<file path="src/rtl/beta_fetch_stage_pkg.sv">
`default_nettype none
// ============================================================================
//  Module      : beta_fetch_stage_pkg
//  Description : Shared types and constants for the beta instruction fetch
//                stage: the buffered fetch entry, the NOP used to replace
//                faulted instructions, and the default boot address.
//  Revision    : 1.0 - initial release
// ============================================================================
package beta_fetch_stage_pkg;

  // addi x0, x0, 0 -- substituted for the word of any faulted fetch
  localparam logic [31:0] NOP_INSTR         = 32'h0000_0013;
  localparam logic [31:0] DEFAULT_BOOT_ADDR = 32'h0000_0000;
  localparam logic [31:0] WORD_MASK         = 32'hFFFF_FFFC;

  typedef struct packed {
    logic [31:0] instr;
    logic [31:0] pc;
    logic        err;
  } fetch_entry_t;

endpackage : beta_fetch_stage_pkg
`default_nettype wire

</file>
<file path="src/rtl/beta_fetch_fifo.sv">
`default_nettype none
// ============================================================================
//  Module      : beta_fetch_fifo
//  Description : Synchronous FIFO of fetch entries with a registered head.
//                Flush empties the buffer and overrides push and pop in the
//                same cycle. Pointers wrap modulo DEPTH (a power of two).
//  Ports       : clk_i, rst_i        - clock, async active-high reset
//                i_push, i_data      - write an entry
//                i_pop               - retire the head entry
//                i_flush             - discard all entries
//                o_count             - number of valid entries
//                o_head              - entry at the read pointer
//  Revision    : 1.0 - initial release
// ============================================================================
module beta_fetch_fifo
  import beta_fetch_stage_pkg::*;
#(
  parameter int DEPTH = 2
) (
  input  logic                         clk_i,
  input  logic                         rst_i,
  input  logic                         i_push,
  input  fetch_entry_t                 i_data,
  input  logic                         i_pop,
  input  logic                         i_flush,
  output logic [$clog2(DEPTH+1)-1:0]   o_count,
  output fetch_entry_t                 o_head
);

  localparam int CW = $clog2(DEPTH + 1);
  localparam int PW = (DEPTH > 1) ? $clog2(DEPTH) : 1;
  localparam fetch_entry_t c_RESET_ENTRY = '{instr: NOP_INSTR, pc: 32'h0, err: 1'b0};

  fetch_entry_t    r_mem [DEPTH];
  logic [PW-1:0]   r_wr_ptr;
  logic [PW-1:0]   r_rd_ptr;
  logic [CW-1:0]   r_count;
  logic            w_push;
  logic            w_pop;

  assign w_pop  = i_pop  && !i_flush && (r_count != '0);
  assign w_push = i_push && !i_flush && (r_count != CW'(DEPTH));

  always_ff @(posedge clk_i or posedge rst_i) begin
    if (rst_i) begin
      r_wr_ptr <= '0;
      r_rd_ptr <= '0;
      r_count  <= '0;
      // Storage is reset so the head presents a NOP at pc 0 while empty.
      for (int i = 0; i < DEPTH; i++) begin
        r_mem[i] <= c_RESET_ENTRY;
      end
    end else if (i_flush) begin
      r_wr_ptr <= '0;
      r_rd_ptr <= '0;
      r_count  <= '0;
    end else begin
      if (w_push) begin
        r_mem[r_wr_ptr] <= i_data;
        r_wr_ptr        <= r_wr_ptr + PW'(1);
      end
      if (w_pop) begin
        r_rd_ptr <= r_rd_ptr + PW'(1);
      end
      r_count <= r_count + CW'(w_push) - CW'(w_pop);
    end
  end

  assign o_count = r_count;
  assign o_head  = r_mem[r_rd_ptr];

endmodule : beta_fetch_fifo
`default_nettype wire

</file>
<file path="src/rtl/beta_fetch_stage.sv">
`default_nettype none
// ============================================================================
//  Module      : beta_fetch_stage
//  Description : Instruction fetch stage. Owns the fetch PC, issues word
//                requests to instruction memory under a credit limit, buffers
//                responses tagged with their PC, and hands them to decode over
//                valid/ready. Redirects flush the buffer and discard any
//                responses still in flight.
//  Ports       : clk_i, rst_i                    - clock, async active-high reset
//                imem_req_o/addr_o/gnt_i          - request address phase
//                imem_rvalid_i/rdata_i/err_i      - in-order response phase
//                redirect_en_i/redirect_pc_i      - taken branch/jump from execute
//                dec_ready_i, if_valid_o,
//                if_instr_o/if_pc_o/if_err_o      - decode handshake and payload
//  Revision    : 1.0 - initial release
// ============================================================================
module beta_fetch_stage
  import beta_fetch_stage_pkg::*;
#(
  parameter logic [31:0] BOOT_ADDR  = DEFAULT_BOOT_ADDR,
  parameter int          FIFO_DEPTH = 2
) (
  input  logic        clk_i,
  input  logic        rst_i,
  output logic        imem_req_o,
  output logic [31:0] imem_addr_o,
  input  logic        imem_gnt_i,
  input  logic        imem_rvalid_i,
  input  logic [31:0] imem_rdata_i,
  input  logic        imem_err_i,
  input  logic        redirect_en_i,
  input  logic [31:0] redirect_pc_i,
  input  logic        dec_ready_i,
  output logic        if_valid_o,
  output logic [31:0] if_instr_o,
  output logic [31:0] if_pc_o,
  output logic        if_err_o
);

  localparam int          CW             = $clog2(FIFO_DEPTH + 1);
  localparam logic [31:0] c_BOOT_ALIGNED = BOOT_ADDR & WORD_MASK;

  logic [31:0]   r_fetch_pc;
  logic [31:0]   r_resp_pc;
  logic [CW-1:0] r_outstanding;
  logic [CW-1:0] r_discard;
  logic [CW-1:0] w_outstanding_next;
  logic [CW-1:0] w_fifo_count;
  logic [31:0]   w_redirect_pc;
  logic          w_credit;
  logic          w_grant;
  logic          w_resp;
  logic          w_push;
  logic          w_pop;
  fetch_entry_t  w_push_entry;
  fetch_entry_t  w_head;

  // Buffered entries plus requests in flight (including ones to be discarded)
  // may never exceed the buffer size, so every response has a slot. A pop in
  // the same cycle deliberately does not release credit.
  assign w_credit = ({1'b0, w_fifo_count} + {1'b0, r_outstanding}) < (CW+1)'(FIFO_DEPTH);

  // Gated by reset so the request is quiet while reset is held.
  assign imem_req_o  = !rst_i && !redirect_en_i && w_credit;
  assign imem_addr_o = r_fetch_pc & WORD_MASK;

  assign w_grant            = imem_req_o && imem_gnt_i;
  // A response with nothing outstanding is a protocol violation; ignore it.
  assign w_resp             = imem_rvalid_i && (r_outstanding != '0);
  assign w_outstanding_next = r_outstanding + CW'(w_grant) - CW'(w_resp);
  assign w_redirect_pc      = redirect_pc_i & WORD_MASK;

  // A response landing in a redirect cycle belongs to the old path and is
  // dropped here; it is also excluded from the reloaded discard count.
  assign w_push = w_resp && (r_discard == '0) && !redirect_en_i;
  assign w_pop  = if_valid_o && dec_ready_i;

  assign w_push_entry = '{instr: (imem_err_i ? NOP_INSTR : imem_rdata_i),
                          pc:    r_resp_pc,
                          err:   imem_err_i};

  always_ff @(posedge clk_i or posedge rst_i) begin
    if (rst_i) begin
      r_fetch_pc    <= c_BOOT_ALIGNED;
      r_resp_pc     <= c_BOOT_ALIGNED;
      r_outstanding <= '0;
      r_discard     <= '0;
    end else begin
      r_outstanding <= w_outstanding_next;
      if (redirect_en_i) begin
        r_fetch_pc <= w_redirect_pc;
        r_resp_pc  <= w_redirect_pc;
        r_discard  <= w_outstanding_next;
      end else begin
        if (w_grant) begin
          r_fetch_pc <= r_fetch_pc + 32'd4;
        end
        if (w_push) begin
          r_resp_pc <= r_resp_pc + 32'd4;
        end
        if (w_resp && (r_discard != '0)) begin
          r_discard <= r_discard - CW'(1);
        end
      end
    end
  end

  beta_fetch_fifo #(
    .DEPTH (FIFO_DEPTH)
  ) u_fifo (
    .clk_i   (clk_i),
    .rst_i   (rst_i),
    .i_push  (w_push),
    .i_data  (w_push_entry),
    .i_pop   (w_pop),
    .i_flush (redirect_en_i),
    .o_count (w_fifo_count),
    .o_head  (w_head)
  );

  assign if_valid_o = (w_fifo_count != '0);
  assign if_instr_o = w_head.instr;
  assign if_pc_o    = w_head.pc;
  assign if_err_o   = w_head.err;

`ifndef SYNTHESIS
  always @(posedge clk_i) begin
    if (!rst_i) begin
      assert (!(imem_rvalid_i && (r_outstanding == '0)))
        else $error("beta_fetch_stage: imem_rvalid_i with no outstanding request");
    end
  end
`endif

endmodule : beta_fetch_stage
`default_nettype wire
</file>
<file path="config.mk">
export PLATFORM = sky130hd
export DESIGN_NAME = beta_fetch_stage
export DESIGN_NICKNAME = d
export VERILOG_FILES = /design/src/rtl/beta_fetch_stage_pkg.sv /design/src/rtl/beta_fetch_fifo.sv /design/src/rtl/beta_fetch_stage.sv
export SDC_FILE = /design/constraint.sdc
export NUM_CORES = 1
export LEC_CHECK = 0
export CAP_MARGIN = 20
export CORE_AREA = 4 4 159 161
export CTS_CLUSTER_SIZE = 28
export DETAILED_ROUTE_END_ITERATION = 10
export DIE_AREA = 0 0 163 165
export GPL_TIMING_DRIVEN = 0
export PLACE_DENSITY = 0.74
export SKIP_CTS_REPAIR_TIMING = 1
export SYNTH_ARGS = -nofsm -noshare
export SYNTH_HDL_FRONTEND = slang
export SYNTH_SLANG_ARGS = --single-unit
</file>
<file path="constraint.sdc">
create_clock -name clk_i -period 11.6 [get_ports clk_i]
set_clock_uncertainty 0.2 [all_clocks]
set_input_delay 3.48 -clock clk_i [delete_from_list [all_inputs] [get_ports clk_i]]
set_output_delay 3.48 -clock clk_i [all_outputs]
set_load 0.02 [all_outputs]
</file>
# --- Yosys cells after proc, flatten, opt, wreduce, memory -nomap -nowiden ---
# Index checks and enable logic that the tools add are counted.
totals:
  regBits: 202
  out_inout_bits: 99
  word_cells: 74
classes:
  add_sub_neg: 10
  order_cmp: 4
  n_eq_ne: 1
  muxes: 18
  bitwise_logic: 3
  n_reduce_logical: 25
op_table:
  columns: ["op", "count"]
  rows:
  - ["$mux 65", 4]
  - ["$mux 32", 5]
  - ["$bwmux 130", 1]
  - ["$demux 65 s1", 1]
  - ["$add 32x3->32 const B", 2]
  - ["$reduce_bool 2->1", 8]
  - ["$logic_and 1x1->1", 13]
  - ["$mux 2", 3]
  - ["$add 2x1->2", 2]
  - ["$ge 2x2->1 const B", 2]
  - ["$mux 1", 4]
  - ["$not 1->2", 2]
  - ["$sub 2x1->2", 2]
  - ["$add 2x2->3", 1]
  - ["$lt 3x2->1 const B", 1]
  - ["$add 1x1->1 const B", 2]
  - ["$logic_not 1->1", 2]
  - ["$logic_not 2->1", 1]
  - ["$lt 2x1->1 const B", 1]
  - ["$ne 2x2->1 const B", 1]
  - ["$reduce_and 2->1", 1]
  - ["$sub 2x1->2 const B", 1]
  - ["$not 1->1", 1]

# --- Longest topological paths before layout ---
depth:
  ltp_word: 9
  depth_mapped: 13
  ltp_nobuf: 12

# --- By module ---
# From an unflattened synthesis, not the netlist that was laid out.
unflattened:
  hier_cells: 810
  area_unflattened_um2: 9706.8
by_module_without_submodules:
  columns: ["mod", "n_inst", "cells_each", "area_per_inst_um2"]
  rows:
  - ["beta_fetch_fifo", 1, 369, 5874.4]
  - ["beta_fetch_stage", 1, 441, 3832.4]

# --- Worst setup path after synthesis ---
# OpenSTA, ideal clock, no wires.
synth_timing:
  path_type: "input port to output port"
  from: "input port redirect_en_i"
  to: "output port imem_req_o"
  t_arrival_ps: 4268
  required_ps: 7920
  setup_slack_ps: 3652
  cell_stages: 3
  n_path_buf: 1
  path_cell_list: "buf_4 -> or3_4 -> nor2_1"
synth_between:
  elab_chain_len: 3
synth_lines:
  columns: ["element", "line", "rtl"]
  rows:
  - ["from (decl)", "beta_fetch_stage.sv:31", "input logic redirect_en_i,"]
  - ["$logic_not 1->1", "beta_fetch_stage.sv:64", "assign imem_req_o = !rst_i && !redirect_en_i && w_credit;"]
  - ["$logic_and 1x1->1 (2 in series)", "beta_fetch_stage.sv:64", null]
  - ["to (decl)", "beta_fetch_stage.sv:25", "output logic imem_req_o,"]
# No other way between the ends.

# --- Worst setup path after layout ---
# Same ends and word-level chain as after synthesis.

==> impl_metrics.env <==
export IMPL_relSlewSlack_pct=44.1
export IMPL_min_period_over_period_pct=77.2
export IMPL_cp_end_kind="output port"
export IMPL_multi_input_area_sq_um=4340
export IMPL_rsz0062_at_grt="no"
export IMPL_die_x_um=163
export IMPL_critPathMaxFanout=10
export IMPL_syn_area_sq_um=9470
export IMPL_routed_wl_um=25700
export IMPL_cp_required_ps=7920
export IMPL_cts_tree="yes"
export IMPL_top_layer_used="met4"
export IMPL_dr_pass1_iters=5
export IMPL_powerDensity_nw_per_um2=213
export IMPL_clkSlewWorstSetupHoldPaths_ps=80
export IMPL_critPathArrivalTime_ps=5280
export IMPL_gp_congestion=0.907
export IMPL_crit_path_start_kind="primary input"
export IMPL_vias=7407
export IMPL_htreeDepth=4
export IMPL_cts_sinks=194
export IMPL_synth_edff_count=0
export IMPL_max_freq_ghz=0.112
export IMPL_final_max_slew_viol_count=0
export IMPL_dieHeight_um=165
export IMPL_drive_above_1_share_pct=19.4
export IMPL_gr_total_overflow=0
export IMPL_syn_area_per_cell_sq_um=10.8
export IMPL_met2WireLength_um=12000
export IMPL_clockBufferDepth=2
export IMPL_yosys_top_cells_count="dfrtp_1, mux2_2, nand2_1"
export IMPL_cpLargestDelayFamily="buffers and inverters"
export IMPL_synth_top_area_cell="dfrtp_1"
export IMPL_grt_total_usage_pct=19.3
export IMPL_hold_class="flop to flop"
export IMPL_first_iter_violations=557
export IMPL_yosys_area_top_type_share_pct=49.7
export IMPL_wl_per_cell_um=18.3
export IMPL_setup_viol=0
export IMPL_regArea_sq_um=4860
export IMPL_syn2layout_area_growth_pct=28.0
export IMPL_antenna_left=0
export IMPL_hold_ws_ps=278
export IMPL_grt_first_pass_wirelength_um=40900
export IMPL_synthFlopType="dfrtp_1"
export IMPL_nFillCells=2177
export IMPL_synth_cells=881
export IMPL_grt_pass1_vias=7503
export IMPL_max_stage_delay_ps=620
export IMPL_floorplan_rows=57
export IMPL_numCtsBuffers=17
export IMPL_yosysSeqAreaShare_pct=51.3
export IMPL_wl_met1_um=11700
export IMPL_path_buf_inv=3
export IMPL_finalSetupTns_ps=0
export IMPL_ys_warn_count=0
export IMPL_n_antenna_cell=0
export IMPL_fin_crit_ps=8960
export IMPL_path_cells="clkdlybuf4s50_1 -> buf_4 -> or3_4 -> nor2_1 -> clkdlybuf4s50_1"
export IMPL_drc=0
export IMPL_placed_area_sq_um=11600
export IMPL_coreArea_sq_um=24000
export IMPL_antenna_found_initial=0
export IMPL_hold_viol_final=0
export IMPL_synth_area_leaders="dfrtp_1, mux2_2, nand2_1, o21ai_0, nand2b_1"
export IMPL_synth_seq_cells=194
export IMPL_max_vdd_ir_drop_mv=0.100
export IMPL_critPathKind="primary input to output port"
export IMPL_power_leakage_nw=5.12
export IMPL_final_area_sq_um=12100
export IMPL_start_util_pct=39.5
export IMPL_io_pins=170
export IMPL_crit_path_frequent_cell="clkdlybuf4s50_1"
export IMPL_crit_path_top_delay_cell="clkdlybuf4s50_1"
export IMPL_grt_max_degree=138
export IMPL_dp_hpwl_um=18800
export IMPL_routed_via_density=5.28
export IMPL_outcome="finished clean"
export IMPL_die_area_sq_um=26900
export IMPL_synth_most_common_cell="dfrtp_1"
export IMPL_clk_latency_ps=430
export IMPL_root_buffer="clkbuf_16"
export IMPL_numPortBuffers=163
export IMPL_maxCapViolCount=0
export IMPL_met3_length_um=1720
export IMPL_ys_types=54
export IMPL_synthArstFlopShare_pct=100
export IMPL_nNetsFinal=1146
export IMPL_tightest_slew_ps=830
## final timing paths
| kind | start | to | slack [ps] | cells after the start |
|---|---|---|---|---|
| min in group asynchronous | rst_i | r_fetch_pc[14] | 3370 | 2 |
| setup reg to reg | r_outstanding[0] | r_discard[1] | 8080 | 13 |
| max in group asynchronous | rst_i | u_fifo.r_mem[42] | 6820 | 3 |
| setup / recovery | redirect_en_i | imem_req_o | 2640 | 5 |
| hold reg to reg | u_fifo.r_mem[37] | u_fifo.r_mem[37] | 280 | 2 |
| hold / removal | u_fifo.r_mem[37] | u_fifo.r_mem[37] | 280 | 2 |
## worst reg2reg max path, delay by kind of cell, from the launching register on
kind	cells	cell delay [ps]
buffers and inverters	3	430
XOR/XNOR	2	330
flip-flops	1	460
AND/OR/NAND/NOR	5	1070
adder cells (fa/ha/maj)	3	990
## cells by family after synthesis
kind of cell	Yosys count	share of synthesized area, %
simple gates	297	15.9
buf+inv	64	3.01
other cells	1	0.0396
xor+xnor	42	3.88
flops	194	51.3
fa+ha+maj	8	1.14
compound gates	137	8.36
mux	138	16.4
## cell usage in the layout, fill, tap and decap left out, types with 21 or more instances in the layout
cell / count
clkbuf_1: 25
clkdlybuf4s50_1: 163
dfrtp_1: 188
mux2_2: 135
nand2_1: 128
nand2b_1: 33
nand3_1: 25
nand4_1: 21
nor2_1: 25
o21ai_0: 95
xor2_1: 22
## flip-flops by register name, indices dropped and copies added (netlist names)
register,flops
u_fifo.r_wr_ptr,1
r_outstanding,2
r_fetch_pc,30
r_resp_pc,30
u_fifo.r_mem,126
u_fifo.o_count,2
u_fifo.r_rd_ptr,1
r_discard,2
## report_power, final
group | leakage (nW) | total, mW | switching (mW) | internal, mW
Clock | 0.270 | 0.570 | 0.283 | 0.287
Sequential | 2.45 | 1.03 | 0.133 | 0.892
Combinational | 2.40 | 0.986 | 0.489 | 0.496
Total | 5.12 | 2.58 | 0.906 | 1.67
## area by class of cell
class	count	area share [%]
Buffer	49	1.89
Sequential cell	194	40.1
Clock inverter	14	1.15
Multi-Input combinational cell	626	35.8
Tap cell	324	3.34
Clock buffer	18	3.54
Timing Repair Buffer	164	13.7
Inverter	15	0.526
## stage by stage
| stage | power (mW) | cells | utilization, % | worst slack (ps) |
|---|---|---|---|---|
| after floorplan | 1.60 | 884 | - | 2650 |
| after global placement | 2.00 | 1371 | 48.1 | 135 |
| after detailed placement | 2.03 | 1372 | 48.2 | 2630 |
| after CTS | 2.60 | 1404 | 50.6 | 2610 |
| after global routing | 2.73 | 1404 | 50.6 | 2540 |
| final | 2.58 | 1404 | 50.6 | 2640 |
## routing by layer
metal	up-vias	global-route usage, %
li1	3464	-
met1	3635	26.9
met2	281	30.9
met3	27	4.67
met4	0	4.42
met5	-	0
Note: power is estimated with default switching activity, not from simulation.
==> patch 1: new RTL, config.mk and constraints unchanged <==
The parameter `FIFO_DEPTH` goes from 2 to 4.
--- a/src/rtl/beta_fetch_stage.sv
+++ b/src/rtl/beta_fetch_stage.sv
@@ -18,7 +18,7 @@
   import beta_fetch_stage_pkg::*;
 #(
   parameter logic [31:0] BOOT_ADDR  = DEFAULT_BOOT_ADDR,
-  parameter int          FIFO_DEPTH = 2
+  parameter int          FIFO_DEPTH = 4
 ) (
   input  logic        clk_i,
   input  logic        rst_i,
Function: changed (Yosys sat finds a counterexample within 4 cycles, from zero or initial values and one cycle with rst_i high).
==> patch 1 against the unedited design <==
Sequential power is 46% higher; worst setup slack gained 320 ps; routed wire length is 31% higher; area after synthesis up 62%; total power is 47% higher; non-clock buffer count increased by 39; critical path type unchanged; design area is 53% higher; sequential cell count rose by 131.
==> patch 1: results (changes against the unedited design) <==
WL/cell = 20.02 µm (+9.3%)
R2r endpoint = r_discard[2]$_DFFE_PP0P_
Synth area leaders = dfrtp_1, mux2_2, mux4_2
Post-Route WL = 33.69 mm (+31%)
Number of library cell types mapped by synthesis = 52 (-3.7%)
Register area share after synthesis = 53.18% (+1.9 points)
Adder-Cell Fraction of Synth Area = 1.405% (+0.27 points)
Peak supply drop = 127.0 µV (+27%)
GPL Wtd Cong = 0.9331 (+2.9%)
Vias in the first global route = 10500 (+40%)
GRT Total Usage = 26.04% (+6.7 points)
R2R setup slack = 8040 ps (-40 ps)
Longest Clk Path Bufs = 3 (+1)
Layout Nets = 1427 (+25%)
Rel. slew slack = 38.07% (-6.1 points)
Clk slew on worst S/H paths = 60 ps (-20 ps)
Reg2Reg Depth = 14 (+1)
Cells after synthesis = 1129 (+28%)
Post-synthesis mux area share = 27.98% (+12 points)
Hold_ws = 275.9 ps (-1.960 ps)
First-pass GRT wire length = 55.47 mm (+35%)
Outcome = completed
Compound-Gate Fraction of Synth Area = 3.193% (-5.2 points)
Top fanout value on the critical path = 2 (-8)
H-tree depth = 2 (-2)
Post-placement cell count = 1626 (+19%)
Top flop regs = u_fifo.r_mem (252), r_fetch_pc (30), r_resp_pc (30)
CTS Buf Count = 35 (+18)
Share of cells above drive strength 1 = 27.45% (+8.1 points)
Worst min-delay path startpoint = u_fifo.r_mem[95]$_DFFE_PP0P_
Clk Latency, worst-skew pair = 500 ps (+70 ps)
Dpl ws = 2973 ps (+346.4 ps)
Commonest cells post-synth = dfrtp_1, mux2_2, nand2_1
IO Port Bufs = 162 (-0.61%)
Reg2reg start = u_fifo.o_count[1]$_DFF_PP0_
Slowest stage delay, CP = 600 ps (-20 ps)
Initial DRC Count = 586 (+5.2%)
Leakage = 8.419 nW (+64%)
Internal = 0.002651 W (+58%)
[patch 1: metal layers]
metal,vias to the layer above,track usage [%],share of wire [%]
met5,-,0,0
met4,0,7.587,2.1
met3,47,4.317,5.1
met2,287,42.79,49
met1,5052,36.51,44
li1,4485,-,-
[patch 1: worst max path at each step]
stage	start	to	slack, ps	cells past startpoint
after global routing	rst_i	imem_req_o	2920	4
final	rst_i	imem_req_o	2960	4
after global placement	rst_i	u_fifo.r_mem[231]$_DFFE_PP0P_	1370	2
after detailed placement	rst_i	imem_req_o	2970	4
after CTS	rst_i	imem_req_o	2960	4
after floorplan	rst_i	r_discard[0]$_DFFE_PP0P_	3590	1
[patch 1: power groups by stage]
stage                     clock [W]  sequential [W]  combinational, W
after floorplan                   0         0.00149          0.000794
after global placement            0         0.00150           0.00124
after detailed placement          0         0.00151           0.00127
after CTS                   0.00106         0.00150           0.00127
after global routing        0.00112         0.00153           0.00136
final                       0.00105         0.00150           0.00126
[patch 1: cell type report]
type                    instances  area (µm²)
plain buffers                  81       416.7
clock buffers                  51        1018
clock inverters                 5       52.55
fillers                      1526        5364
inverters                      23       90.09
multi-input cells             703        6681
flip-flops and latches        325        8148
well taps                     324       405.4
repair buffers                171        1787
[patch 1: cells by family after synthesis]
logic type | Yosys count
AOI/OAI and AO/OA | 78
xor gates and xnor gates | 45
adders and majority gates | 16
buffers and inverters | 104
DFF | 325
muxes | 318
other | 1
and+or+nand+nor | 242
[patch 1: metrics by stage]
stage,total power [W],area [µm²]
2_1_floorplan,0.002281,15340
3_3_place_gp,0.002739,17360
3_5_place_dp,0.002777,17520
5_1_grt,0.004001,18600
4_1_cts,0.003834,18590
6_report,0.003801,18600
[patch 1: worst max-delay path: cells and delay by family]
family / cells / cell delay, ps
buffers and inverters: 2 / 1060
and+or+nand+nor: 2 / 420
==> patch 2: new RTL, same flow settings <==
Without the edit above. Register the output `if_err_o`, without a reset; this adds one clock of latency there. The other outputs are not delayed to match.
--- a/src/rtl/beta_fetch_stage.sv
+++ b/src/rtl/beta_fetch_stage.sv
@@ -121,7 +121,9 @@
   assign if_valid_o = (w_fifo_count != '0);
   assign if_instr_o = w_head.instr;
   assign if_pc_o    = w_head.pc;
-  assign if_err_o   = w_head.err;
+  always_ff @(posedge clk_i) begin
+    if_err_o <= w_head.err;
+  end
 
 `ifndef SYNTHESIS
   always @(posedge clk_i) begin
Function: changed (Yosys sat finds a counterexample within 4 cycles, from zero or initial values and one cycle with rst_i high).
==> patch 2 against the unedited design <==
Total power is 7.2% higher; sequential cell count up 1; design area is 4.3% higher; cell count grew 4.5%; worst setup slack got worse by 6.0 ps; utilization grew 2.2 points; routed wire length decreased by 0.92%; area after synthesis increased by 5.1%; critical endpoint unchanged.
==> patch 2: results (changes against the unedited design) <==
Outcome = completed
Hold Path Stages = 2 (unchanged)
Clk slew on worst S/H paths = 70 ps
HPWL after DPL = 18.71 mm (-0.46%)
Post-placement cell count = 1435 (+4.6%)
Peak supply drop = 100.7 µV (+0.67%)
GPL Wtd Cong = 0.9175 (+1.2%)
Synth area leaders = dfrtp_1, mux2_2, buf_4
Avg Vias per Cell = 5.205 (-1.3%)
Worst path top cell family by delay = buffers and inverters
Root buf cell = clkbuf_16
Number of fill cells = 2121 (-2.6%)
Initial antenna violation count = 0 (unchanged)
N_diodes = 0 (unchanged)
Tightest Pin Transition = 888.4 ps (+58.17 ps)
Register area share after synthesis = 49.03% (-2.3 points)
Commonest cells post-synth = dfrtp_1, mux2_2, nand2_1
Yosys warnings = 0 (unchanged)
R2r endpoint = r_discard[1]$_DFFE_PP0P_
WL/cell = 17.37 µm (-5.2%)
Reg2Reg Depth = 13 (unchanged)
Largest net degree at the start of global routing = 100 (-28%)
H-tree depth = 4 (unchanged)
IO Port Bufs = 163 (unchanged)
R2R setup slack = 8060 ps (-20 ps)
First-pass GRT wire length = 41.17 mm (+0.56%)
EDFF count, synth = 0 (unchanged)
Critical-path top delay cell = clkdlybuf4s50_1
Top fanout value on the critical path = 10 (unchanged)
Layout Nets = 1209 (+5.5%)
Worst Setup SP = redirect_en_i
Leakage = 5.464 nW (+6.7%)
Arr. time, crit path = 5290 ps (about the same)
Vias in the first global route = 7771 (+3.6%)
Min-Delay Path Class = reg -> reg
Dpl ws = 2642 ps (+16.08 ps)
Number of library cell types mapped by synthesis = 55 (+1.9%)
Cells after synthesis = 944 (+7.2%)
Top flop regs = u_fifo.r_mem (126), r_fetch_pc (30), r_resp_pc (30)
Hold_ws = 278.9 ps (+1.102 ps)
Ys flop type = dfrtp_1
GRT Total Usage = 19.32% (about the same)
Initial DRC Count = 434 (-22%)
Post-Syn Area = 9958 µm² (+5.1%)
First-pass iteration count of the detailed router = 5 (unchanged)
Clk Latency, worst-skew pair = 430 ps (about the same)
Slowest stage delay, CP = 610 ps
Worst Hold Path EP = u_fifo.r_mem[38]$_DFFE_PP0P_
Reg2reg start = r_outstanding[0]$_DFF_PP0_
Longest Clk Path Bufs = 2 (unchanged)
Worst min-delay path startpoint = u_fifo.r_mem[38]$_DFFE_PP0P_
Share of cells above drive strength 1 = 23.80% (+4.4 points)
DP Area = 12040 µm² (+4.2%)
CTS Buf Count = 17 (unchanged)
Async set-reset flop share out of synthesis = 99.49% (-0.51 points)
Final Non-Filler Cells = 1467 (+4.5%)
patch 2: cell count changes after synthesis:
cell,unedited run,this run
buf_4,6,68
dfxtp_1,0,1
patch 2: worst max-delay path by stage:
stage | end | slack [ps] | cells after the start
finish | imem_req_o | 2630 | 5
global route | imem_req_o | 2550 | 5
CTS | imem_req_o | 2620 | 5
detailed placement | imem_req_o | 2640 | 5
global placement | u_fifo.r_mem[38]$_DFFE_PP0P_ | 140 | 2
floorplan | r_discard[0]$_DFFE_PP0P_ | 2650 | 1
patch 2: report_power, final:
| part | internal [W] | total, W | switching [W] | leakage (nW) |
|---|---|---|---|---|
| Sequential | 0.000897 | 0.00103 | 0.000132 | 2.46 |
| Clock | 0.000331 | 0.000608 | 0.000277 | 0.289 |
| Combinational | 0.000619 | 0.00113 | 0.000511 | 2.72 |
patch 2: cells by family after synthesis:
| kind of cell | Yosys count | share of synthesized area [%] |
|---|---|---|
| xor gates and xnor gates | 42 | 3.694 |
| DFF | 195 | 49.03 |
| buffers and inverters | 126 | 7.539 |
| other | 1 | 0.03766 |
| AOI/OAI and AO/OA | 137 | 7.953 |
| muxes | 138 | 15.57 |
| and+or+nand+nor | 297 | 15.10 |
| adders and majority gates | 8 | 1.081 |
patch 2: area by class of cell:
class,instances,area [µm²],area share [%]
Buffer,111,694.4,5.490
Clock buffer,18,439.2,3.472
Clock inverter,14,168.9,1.335
Inverter,15,63.81,0.5045
Multi-Input combinational cell,626,4337,34.28
Sequential cell,195,4882,38.60
Tap cell,324,405.4,3.205
Timing Repair Buffer,164,1659,13.12
patch 2: layer usage:
layer | share of wire, % | GRT usage (%)
met1 | 45 | 26.59
met2 | 47 | 31.51
met3 | 6.4 | 3.519
met4 | 1.6 | 5.452
met5 | 0 | 0
